### src/rtl/ibex_trace_pkg.sv
// Shared types for the RVFI trace capture controller.
// IBEX_TRACE_CTRL_TIMESTAMP_EN adds a 32-bit retirement timestamp as the record MSB field.
package ibex_trace_pkg;

  typedef enum logic [1:0] {
    TRACE_IDLE    = 2'd0,
    TRACE_ARMED   = 2'd1,
    TRACE_CAPTURE = 2'd2,
    TRACE_STOPPED = 2'd3
  } trace_state_e;

  typedef struct packed {
    logic last;
    logic gap;
    logic intr;
    logic trap;
  } trace_flags_t;

`ifdef IBEX_TRACE_CTRL_TIMESTAMP_EN
  typedef struct packed {
    logic [31:0]  ts;
    trace_flags_t flags;
    logic [31:0]  insn;
    logic [31:0]  pc;
  } trace_rec_t;
`else
  typedef struct packed {
    trace_flags_t flags;
    logic [31:0]  insn;
    logic [31:0]  pc;
  } trace_rec_t;
`endif

  localparam int RecW = $bits(trace_rec_t);

endpackage

### src/rtl/ibex_trace_ctrl_if.sv
// Trace sink handshake: record valid/ready with the packed record payload.
// Record width follows IBEX_TRACE_CTRL_TIMESTAMP_EN through the package.
interface ibex_trace_ctrl_if;
  import ibex_trace_pkg::*;

  logic            trace_valid_o;
  logic            trace_ready_i;
  logic [RecW-1:0] trace_data_o;

  modport master (output trace_valid_o, output trace_data_o, input trace_ready_i);
  modport slave  (input trace_valid_o, input trace_data_o, output trace_ready_i);
endinterface

### src/rtl/ibex_trace_fifo.sv
// Synchronous first-word-fall-through FIFO with registered storage.
// Full/empty come from the occupancy count; a push while full succeeds only with a same-cycle pop.
module ibex_trace_fifo #(
  parameter int Width = 68,
  parameter int Depth = 8
) (
  input  logic                   clk_i,
  input  logic                   rst_i,
  input  logic                   push,
  input  logic                   pop,
  input  logic [Width-1:0]       wdata,
  output logic [Width-1:0]       rdata,
  output logic                   full,
  output logic                   empty,
  output logic [$clog2(Depth):0] level
);
  localparam int AW = $clog2(Depth);
  localparam logic [AW:0] FullLvl = Depth[AW:0];

  logic [Width-1:0] r_mem [Depth];
  logic [AW-1:0]    r_wptr;
  logic [AW-1:0]    r_rptr;
  logic [AW:0]      r_level;
  logic             w_push;
  logic             w_pop;

  assign empty  = (r_level == '0);
  assign full   = (r_level == FullLvl);
  assign w_pop  = pop && !empty;
  assign w_push = push && (!full || w_pop);
  assign level  = r_level;

  always_ff @(posedge clk_i) begin
    if (rst_i) begin
      r_wptr  <= '0;
      r_rptr  <= '0;
      r_level <= '0;
    end else begin
      if (w_push) r_wptr <= r_wptr + AW'(1);
      if (w_pop)  r_rptr <= r_rptr + AW'(1);
      case ({w_push, w_pop})
        2'b10:   r_level <= r_level + (AW+1)'(1);
        2'b01:   r_level <= r_level - (AW+1)'(1);
        default: r_level <= r_level;
      endcase
    end
  end

  // Storage is data only; occupancy alone decides what is visible.
  always_ff @(posedge clk_i) begin
    if (w_push) r_mem[r_wptr] <= wdata;
  end

  assign rdata = empty ? '0 : r_mem[r_rptr];

endmodule

### src/rtl/ibex_trace_ctrl.sv
// RVFI trace capture controller: arm/trigger/capture/stop FSM, record packing, drop accounting.
// IBEX_TRACE_CTRL_TIMESTAMP_EN appends a free-running cycle count to every record.
module ibex_trace_ctrl
  import ibex_trace_pkg::*;
#(
  parameter int Depth = 8,
  parameter int CntW  = 16
) (
  input  logic                   clk_i,
  input  logic                   rst_i,
  input  logic                   rvfi_valid,
  input  logic [31:0]            rvfi_pc_rdata,
  input  logic [31:0]            rvfi_insn,
  input  logic                   rvfi_trap,
  input  logic                   rvfi_intr,
  input  logic                   cfg_arm_i,
  input  logic                   cfg_stop_i,
  input  logic                   cfg_trig_en_i,
  input  logic [31:0]            cfg_trig_pc_i,
  input  logic [CntW-1:0]        cfg_count_i,
  ibex_trace_ctrl_if.master      trace_if,
  output logic [1:0]             state_o,
  output logic [CntW-1:0]        drop_cnt_o,
  output logic [$clog2(Depth):0] fifo_level_o
);

  function automatic logic [CntW-1:0] sat_inc(input logic [CntW-1:0] v);
    return (&v) ? v : v + CntW'(1);
  endfunction

  trace_state_e    r_state;
  trace_state_e    w_next;
  logic [CntW-1:0] r_cnt;
  logic [CntW-1:0] r_limit;
  logic [CntW-1:0] r_drop;
  logic [31:0]     r_trig_pc;
  logic            r_gap;
  logic            w_arm;
  logic            w_trig_hit;
  logic            w_obs;
  logic            w_limit_hit;
  logic            w_last;
  logic            w_pop;
  logic            w_push;
  logic            w_drop;
  logic            w_full;
  logic            w_empty;
  trace_rec_t      w_rec;
  logic [RecW-1:0] w_rdata;

  assign w_arm       = cfg_arm_i && (r_state == TRACE_IDLE || r_state == TRACE_STOPPED);
  // A stop in ARMED wins over a coincident trigger match, so that retirement is not captured.
  assign w_trig_hit  = (r_state == TRACE_ARMED) && rvfi_valid && !cfg_stop_i &&
                       (rvfi_pc_rdata == r_trig_pc);
  assign w_obs       = rvfi_valid && ((r_state == TRACE_CAPTURE) || w_trig_hit);
  assign w_limit_hit = w_obs && (r_limit != '0) && ((r_cnt + CntW'(1)) == r_limit);
  assign w_last      = w_obs && (w_limit_hit || cfg_stop_i);
  assign w_pop       = !w_empty && trace_if.trace_ready_i;
  assign w_push      = w_obs && (!w_full || w_pop);
  assign w_drop      = w_obs && w_full && !w_pop;

`ifdef IBEX_TRACE_CTRL_TIMESTAMP_EN
  logic [31:0] r_ts;

  always_ff @(posedge clk_i) begin
    if (rst_i) r_ts <= '0;
    else       r_ts <= r_ts + 32'd1;
  end
`endif

  always_comb begin
    w_rec            = '0;
`ifdef IBEX_TRACE_CTRL_TIMESTAMP_EN
    w_rec.ts         = r_ts;
`endif
    w_rec.flags.last = w_last;
    w_rec.flags.gap  = r_gap;
    w_rec.flags.intr = rvfi_intr;
    w_rec.flags.trap = rvfi_trap;
    w_rec.insn       = rvfi_insn;
    w_rec.pc         = rvfi_pc_rdata;
  end

  always_ff @(posedge clk_i) begin
    if (rst_i) r_state <= TRACE_IDLE;
    else       r_state <= w_next;
  end

  always_comb begin
    w_next = r_state;
    case (r_state)
      TRACE_IDLE, TRACE_STOPPED: begin
        if (cfg_arm_i) w_next = cfg_trig_en_i ? TRACE_ARMED : TRACE_CAPTURE;
      end
      TRACE_ARMED: begin
        if (cfg_stop_i)      w_next = TRACE_STOPPED;
        else if (w_trig_hit) w_next = w_limit_hit ? TRACE_STOPPED : TRACE_CAPTURE;
      end
      TRACE_CAPTURE: begin
        if (cfg_stop_i || w_limit_hit) w_next = TRACE_STOPPED;
      end
      default: w_next = TRACE_IDLE;
    endcase
  end

  always_ff @(posedge clk_i) begin
    if (rst_i) begin
      r_cnt  <= '0;
      r_drop <= '0;
      r_gap  <= 1'b0;
    end else if (w_arm) begin
      r_cnt  <= '0;
      r_drop <= '0;
      r_gap  <= 1'b0;
    end else begin
      if (w_obs) r_cnt <= r_cnt + CntW'(1);
      if (w_drop) begin
        r_drop <= sat_inc(r_drop);
        r_gap  <= 1'b1;
      end else if (w_push) begin
        r_gap  <= 1'b0;
      end
    end
  end

  // Session configuration is sampled only at arm time.
  always_ff @(posedge clk_i) begin
    if (w_arm) begin
      r_limit   <= cfg_count_i;
      r_trig_pc <= cfg_trig_pc_i;
    end
  end

  ibex_trace_fifo #(
    .Width (RecW),
    .Depth (Depth)
  ) u_fifo (
    .clk_i (clk_i),
    .rst_i (rst_i),
    .push  (w_push),
    .pop   (w_pop),
    .wdata (w_rec),
    .rdata (w_rdata),
    .full  (w_full),
    .empty (w_empty),
    .level (fifo_level_o)
  );

  assign trace_if.trace_valid_o = !w_empty;
  assign trace_if.trace_data_o  = w_rdata;
  assign state_o                = r_state;
  assign drop_cnt_o             = r_drop;

endmodule

### src/flat_wrapper.sv
// flat-port wrapper written by rule: the top's interface ports become plain ports
module ibex_trace_ctrl_flat import ibex_trace_pkg::*;
#(
  parameter int Depth = 8,
  parameter int CntW  = 16
)
  (clk_i, rst_i, rvfi_valid, rvfi_pc_rdata, rvfi_insn, rvfi_trap, rvfi_intr, cfg_arm_i, cfg_stop_i, cfg_trig_en_i, cfg_trig_pc_i, cfg_count_i, state_o, drop_cnt_o, fifo_level_o, trace_if_trace_valid_o, trace_if_trace_data_o, trace_if_trace_ready_i);
  ibex_trace_ctrl_if trace_if_i ();
  input  logic clk_i;
  input  logic rst_i;
  input  logic rvfi_valid;
  input  logic [31:0] rvfi_pc_rdata;
  input  logic [31:0] rvfi_insn;
  input  logic rvfi_trap;
  input  logic rvfi_intr;
  input  logic cfg_arm_i;
  input  logic cfg_stop_i;
  input  logic cfg_trig_en_i;
  input  logic [31:0] cfg_trig_pc_i;
  input  logic [CntW-1:0] cfg_count_i;
  output logic [1:0] state_o;
  output logic [CntW-1:0] drop_cnt_o;
  output logic [$clog2(Depth):0] fifo_level_o;
  output wire logic [$bits(trace_if_i.trace_valid_o)-1:0] trace_if_trace_valid_o;
  output wire logic [$bits(trace_if_i.trace_data_o)-1:0] trace_if_trace_data_o;
  input wire logic [$bits(trace_if_i.trace_ready_i)-1:0] trace_if_trace_ready_i;
  assign trace_if_trace_valid_o = trace_if_i.trace_valid_o;
  assign trace_if_trace_data_o = trace_if_i.trace_data_o;
  assign trace_if_i.trace_ready_i = trace_if_trace_ready_i;
  ibex_trace_ctrl #(.Depth(Depth), .CntW(CntW)) u_core (.clk_i(clk_i), .rst_i(rst_i), .rvfi_valid(rvfi_valid), .rvfi_pc_rdata(rvfi_pc_rdata), .rvfi_insn(rvfi_insn), .rvfi_trap(rvfi_trap), .rvfi_intr(rvfi_intr), .cfg_arm_i(cfg_arm_i), .cfg_stop_i(cfg_stop_i), .cfg_trig_en_i(cfg_trig_en_i), .cfg_trig_pc_i(cfg_trig_pc_i), .cfg_count_i(cfg_count_i), .trace_if(trace_if_i), .state_o(state_o), .drop_cnt_o(drop_cnt_o), .fifo_level_o(fifo_level_o));
endmodule
### config.mk
export PLATFORM = sky130hd
export DESIGN_NAME = ibex_trace_ctrl_flat
export DESIGN_NICKNAME = d
export VERILOG_FILES = /design/src/rtl/ibex_trace_pkg.sv /design/src/rtl/ibex_trace_ctrl_if.sv /design/src/rtl/ibex_trace_fifo.sv /design/src/rtl/ibex_trace_ctrl.sv /design/src/flat_wrapper.sv
export SDC_FILE = /design/constraint.sdc
export NUM_CORES = 1
export LEC_CHECK = 0
export ABC_AREA = 1
export BUFFER_PORTS_ARGS = -buffer_cell sky130_fd_sc_hd__buf_2
export CAP_MARGIN = 20
export CORE_ASPECT_RATIO = 1.2
export CORE_MARGIN = 2
export CORE_UTILIZATION = 45
export CTS_BUF_LIST = sky130_fd_sc_hd__clkbuf_8
export CTS_CLUSTER_SIZE = 25
export DETAILED_ROUTE_END_ITERATION = 7
export GPL_TIMING_DRIVEN = 0
export PLACE_DENSITY_LB_ADDON = 0.3
export SYNTH_ARGS = -nofsm -noshare
export SYNTH_HDL_FRONTEND = slang
export SYNTH_SLANG_ARGS = --single-unit
### constraint.sdc
create_clock -name clk_i -period 4.52 [get_ports clk_i]
set_input_delay 0.452 -clock clk_i [delete_from_list [all_inputs] [get_ports clk_i]]
set_output_delay 0.452 -clock clk_i [all_outputs]
set_load 0.01 [all_outputs]
==> results.md <==
- Post-DR wirelength/cell: about 20 microns
- Seq pwr share: around two fifths
- Kind of critical path: register to register
- Post-synthesis compound-gate area fraction: 11.64%
- Mux cell area share after synthesis: 0%
- Routed vias: between 15000 and 20000
- Area occupied by multi-input gates: between 6000 and 7000 sq um
- Number of synthesis warnings: 0
- Status: complete, no violations
- Clk slew on worst S/H paths: around 0.070 ns
- GRT Total Usage: 22.89%
- Cells after Synth: 2154
- Comb pwr share: 31.0%
- Register area: about 19000 sq um
- Period minus WS final: ~4.3 ns
- Post-synth EDFFs: roughly 600
- 1st-iter DRT viols: between 1500 and 2000
- Hold Path Class: primary input to register
- Core ar.: around 56000 sq um
- Crit path DAT: between 4 and 5 ns
- Hold Path Origin: rvfi_insn[2]
- # fillers: roughly 4700
- Clk_lat worst skew: 0.70 ns
- Worst-path fanout max: 27
- Clk buf depth: 3
- CTS tree: done
- Final Cycle Share: ~94%
- RSZ-0062 raised after global routing: no
- PortBufs: about 210
- Hold Slack: 0.06069 ns
- Die area: between 50000 and 60000 sq um
- Largest family of logic cells by synthesized area: compound AO/OA/AOI/OAI gates
- Pwr dens: between 500 and 600 nW/um^2
- Initial antenna violation count: 2
- Initial Util: 45.68%
- RePlAce Congestion: between 0.8 and 0.9
- Placed inst area: 28110 sq um
- Sw power: just over 6 mW
- Endpoints failing hold: 0
- Chip Width: between 200 and 250 microns
- Post-synth top flop: edfxtp_1
- Pin count of the biggest net entering global routing: 29
- Worst setup SP type: register
- Switching part of the total: 35.43%
- Vias in the first global route: 18251
- Slew at the pin closest to its max-slew limit: 0.9730 ns
- Routed wire length: 67830 microns
- CP Launch Point: u_core.state_o[1]$_SDFFE_PP0P_
- Fmax: 235.1 MHz
- Synth area leaders: edfxtp_1 (69%), o21ai_0 (7.2%), nor2_1 (7.0%)
- Worst VDD drop: between 0.0003 and 0.0004 V
- Worst Clk Skew: around 0.035 ns
- First-pass DRT Iterations: 5
- Crit end category: register
- First-pass GRT wire length: just over 100000 microns
- Synth Area per Inst: 11.92 sq um
- Via/cell ratio: between 5 and 6
- Leading area contributor after synthesis: edfxtp_1
- Antenna Violating Nets Remaining: 0
- Setup violations, final: 0
- FP Rows: 95
- Simple-Gate Fraction of Synth Area: 10.91%
- Yosys reg bits: 640
- Layout cell share with drive strength beyond 1: between 10% and 20%
- Synthesized cell area: 25680 sq um
- DP HPWL: approximately 45000 microns
- Root buf cell: clkbuf_8
- H-tree depth: 3
- Internal: 11.09 mW
- Die height: ~270 microns
- Post-Syn Nets: between 2000 and 2500
- Lkg Pwr: 10.94 nW
- Yosys cell types: 36
- IO Count: roughly 210
- Net count, final: around 2700
- CP required: 4.88 ns
- RR Startpoint: u_core.state_o[1]$_SDFFE_PP0P_
- Congestion Overflow GR: 0
- XOR/XNOR Fraction of Synth Area: less than 1%
- Slew HR: 34.98%
- Syn-to-layout area delta: 19.97%
- MaxCap Viol Count: 0
- # DRC: 0
- Register area share after synthesis: approximately 73%
- Setup TNS Final: 0 ns
- Clock share of power: between 20 and 30%
- CTS Buf Count: 100
- Total Power: 17.18 mW
- Final Max Slew Viols: 0
- Clk sinks: 640
- Yosys top cell area share: approximately 70%
- FFs w/ async S/R, synth: 0%
- Final instance area: about 31000 sq um
- Adder-Cell Fraction of Synth Area: 0.4384%
critical path, stage by stage, from the launching register on:
cell     delay, ns
dfxtp_1       0.34
inv_1         0.07
ha_1          0.19
nand2_1       0.06
nor2_1        0.17
o21ai_1       0.17
nor2_1        0.12
nand2_1       0.06
nor2_1        0.34
nand3_1       0.17
nand2_1       0.11
nand2_1       0.09
inv_2         0.17
nand2_1       0.21
inv_1         0.17
nand2_1       0.27
nor2_4        0.62
buf_12        0.29
buf_12        0.23
state kept, by name (all words and copies together) (netlist names), named ones only:
register	cells
u_core.drop_cnt_o	16
u_core.r_cnt	16
u_core.r_gap	1
u_core.r_limit	16
u_core.r_trig_pc	32
u_core.state_o	2
u_core.u_fifo.level	4
u_core.u_fifo.r_mem	544
u_core.u_fifo.r_rptr	3
u_core.u_fifo.r_wptr	3
kinds of logic after synthesis:
group,after synthesis
AO/OA/AOI/OAI,558
XOR/XNOR,25
adder cells (fa/ha/maj),9
buffers and inverters,217
flip-flops,640
AND/OR/NAND/NOR,705
cells in the final DEF, fill, tap and decap left out, types with 8 or more instances in the layout:
master,count
buf_12,16
buf_1,8
o21ai_0,369
a21oi_1,37
clkbuf_8,102
bufinv_16,9
nand4_1,9
nand2_1,146
dlygate4sd3_1,72
clkbuf_1,103
ha_1,9
nand3_1,38
o22ai_1,68
clkinv_1,23
clkinv_2,17
buf_2,214
inv_1,123
nor2_1,471
nor2_4,9
nor3_1,11
dfxtp_1,48
edfxtp_1,592
a31oi_1,73
xnor2_1,18
power groups by stage:
stage | sequential, mW | clock, mW | combinational [mW]
6_report | 7.00 | 4.85 | 5.32
5_1_grt | 7.03 | 5.21 | 5.86
2_1_floorplan | 7.11 | 0 | 3.01
3_3_place_gp | 7.15 | 0 | 5.11
4_1_cts | 7.00 | 4.94 | 5.34
3_5_place_dp | 7.12 | 0 | 5.27
metrics by stage:
| step | cells | util, % | setup slack, ns |
|---|---|---|---|
| after global routing | 3366 | 54.81 | 0.06923 |
| after global placement | 3092 | 49.20 | -3.896 |
| final | 3366 | 54.81 | 0.2659 |
| after CTS | 3365 | 54.80 | 0.2060 |
| after floorplan | 2154 | - | -0.4753 |
| after detailed placement | 3111 | 50.00 | 0.2491 |
final cells by class:
class                      instances  area share [%]
tap                              727           2.952
buffer                           115           1.425
inverter                         102           1.243
timing repair buffer             302           7.074
antenna                            1        0.008121
sequential                       640           60.81
clock buffer                     102           4.556
clock inverter                    80           1.860
multi-input combinational       1297           20.07
layer usage:
layer  GRT usage (%)  vias up  part of all wire, %
met5               0        -                0.010
met4           8.729        2                  2.7
met3           5.304      119                  8.2
met2           39.27      716                   49
met1           28.22     8823                   40
li1                -     8558                    -
worst paths after layout:
| path | endpoint | cells after the start | slack, ns |
|---|---|---|---|
| min | u_core.u_fifo.r_mem[7][34]$_DFFE_PP_ | 1 | 0.06 |
| max | u_core.u_fifo.r_mem[2][27]$_DFFE_PP_ | 18 | 0.27 |
| min reg2reg | register | 2 | 0.47 |
| max reg2reg | u_core.u_fifo.r_mem[2][27]$_DFFE_PP_ | 18 | 0.27 |
cells in the mapped netlist (2+ instances only):
cell and instances:
clkbuf_1 103, xor2_1 7, nor4_1 2, ha_1 9, o21a_1 2, inv_1 96
nand3_1 38, a211oi_1 3, xnor2_1 18, inv_2 5, o21ai_0 369, o21ai_1 3
nor2_1 479, dfxtp_1 48, nand3_2 2, nand2_1 146, nor2_2 7, nand2_2 6
a21oi_1 37, nand4_1 9, o22ai_1 68, buf_2 3, edfxtp_1 592, a31oi_1 73
buf_1 8, nor3_1 11
repair_timing:
action	in CTS	in global routing
gates resized for setup	0	0
hold buffers	72	0
endpoints found under the hold margin	202	0
buffers inserted	0	0
(Power assumes the default switching activity.)
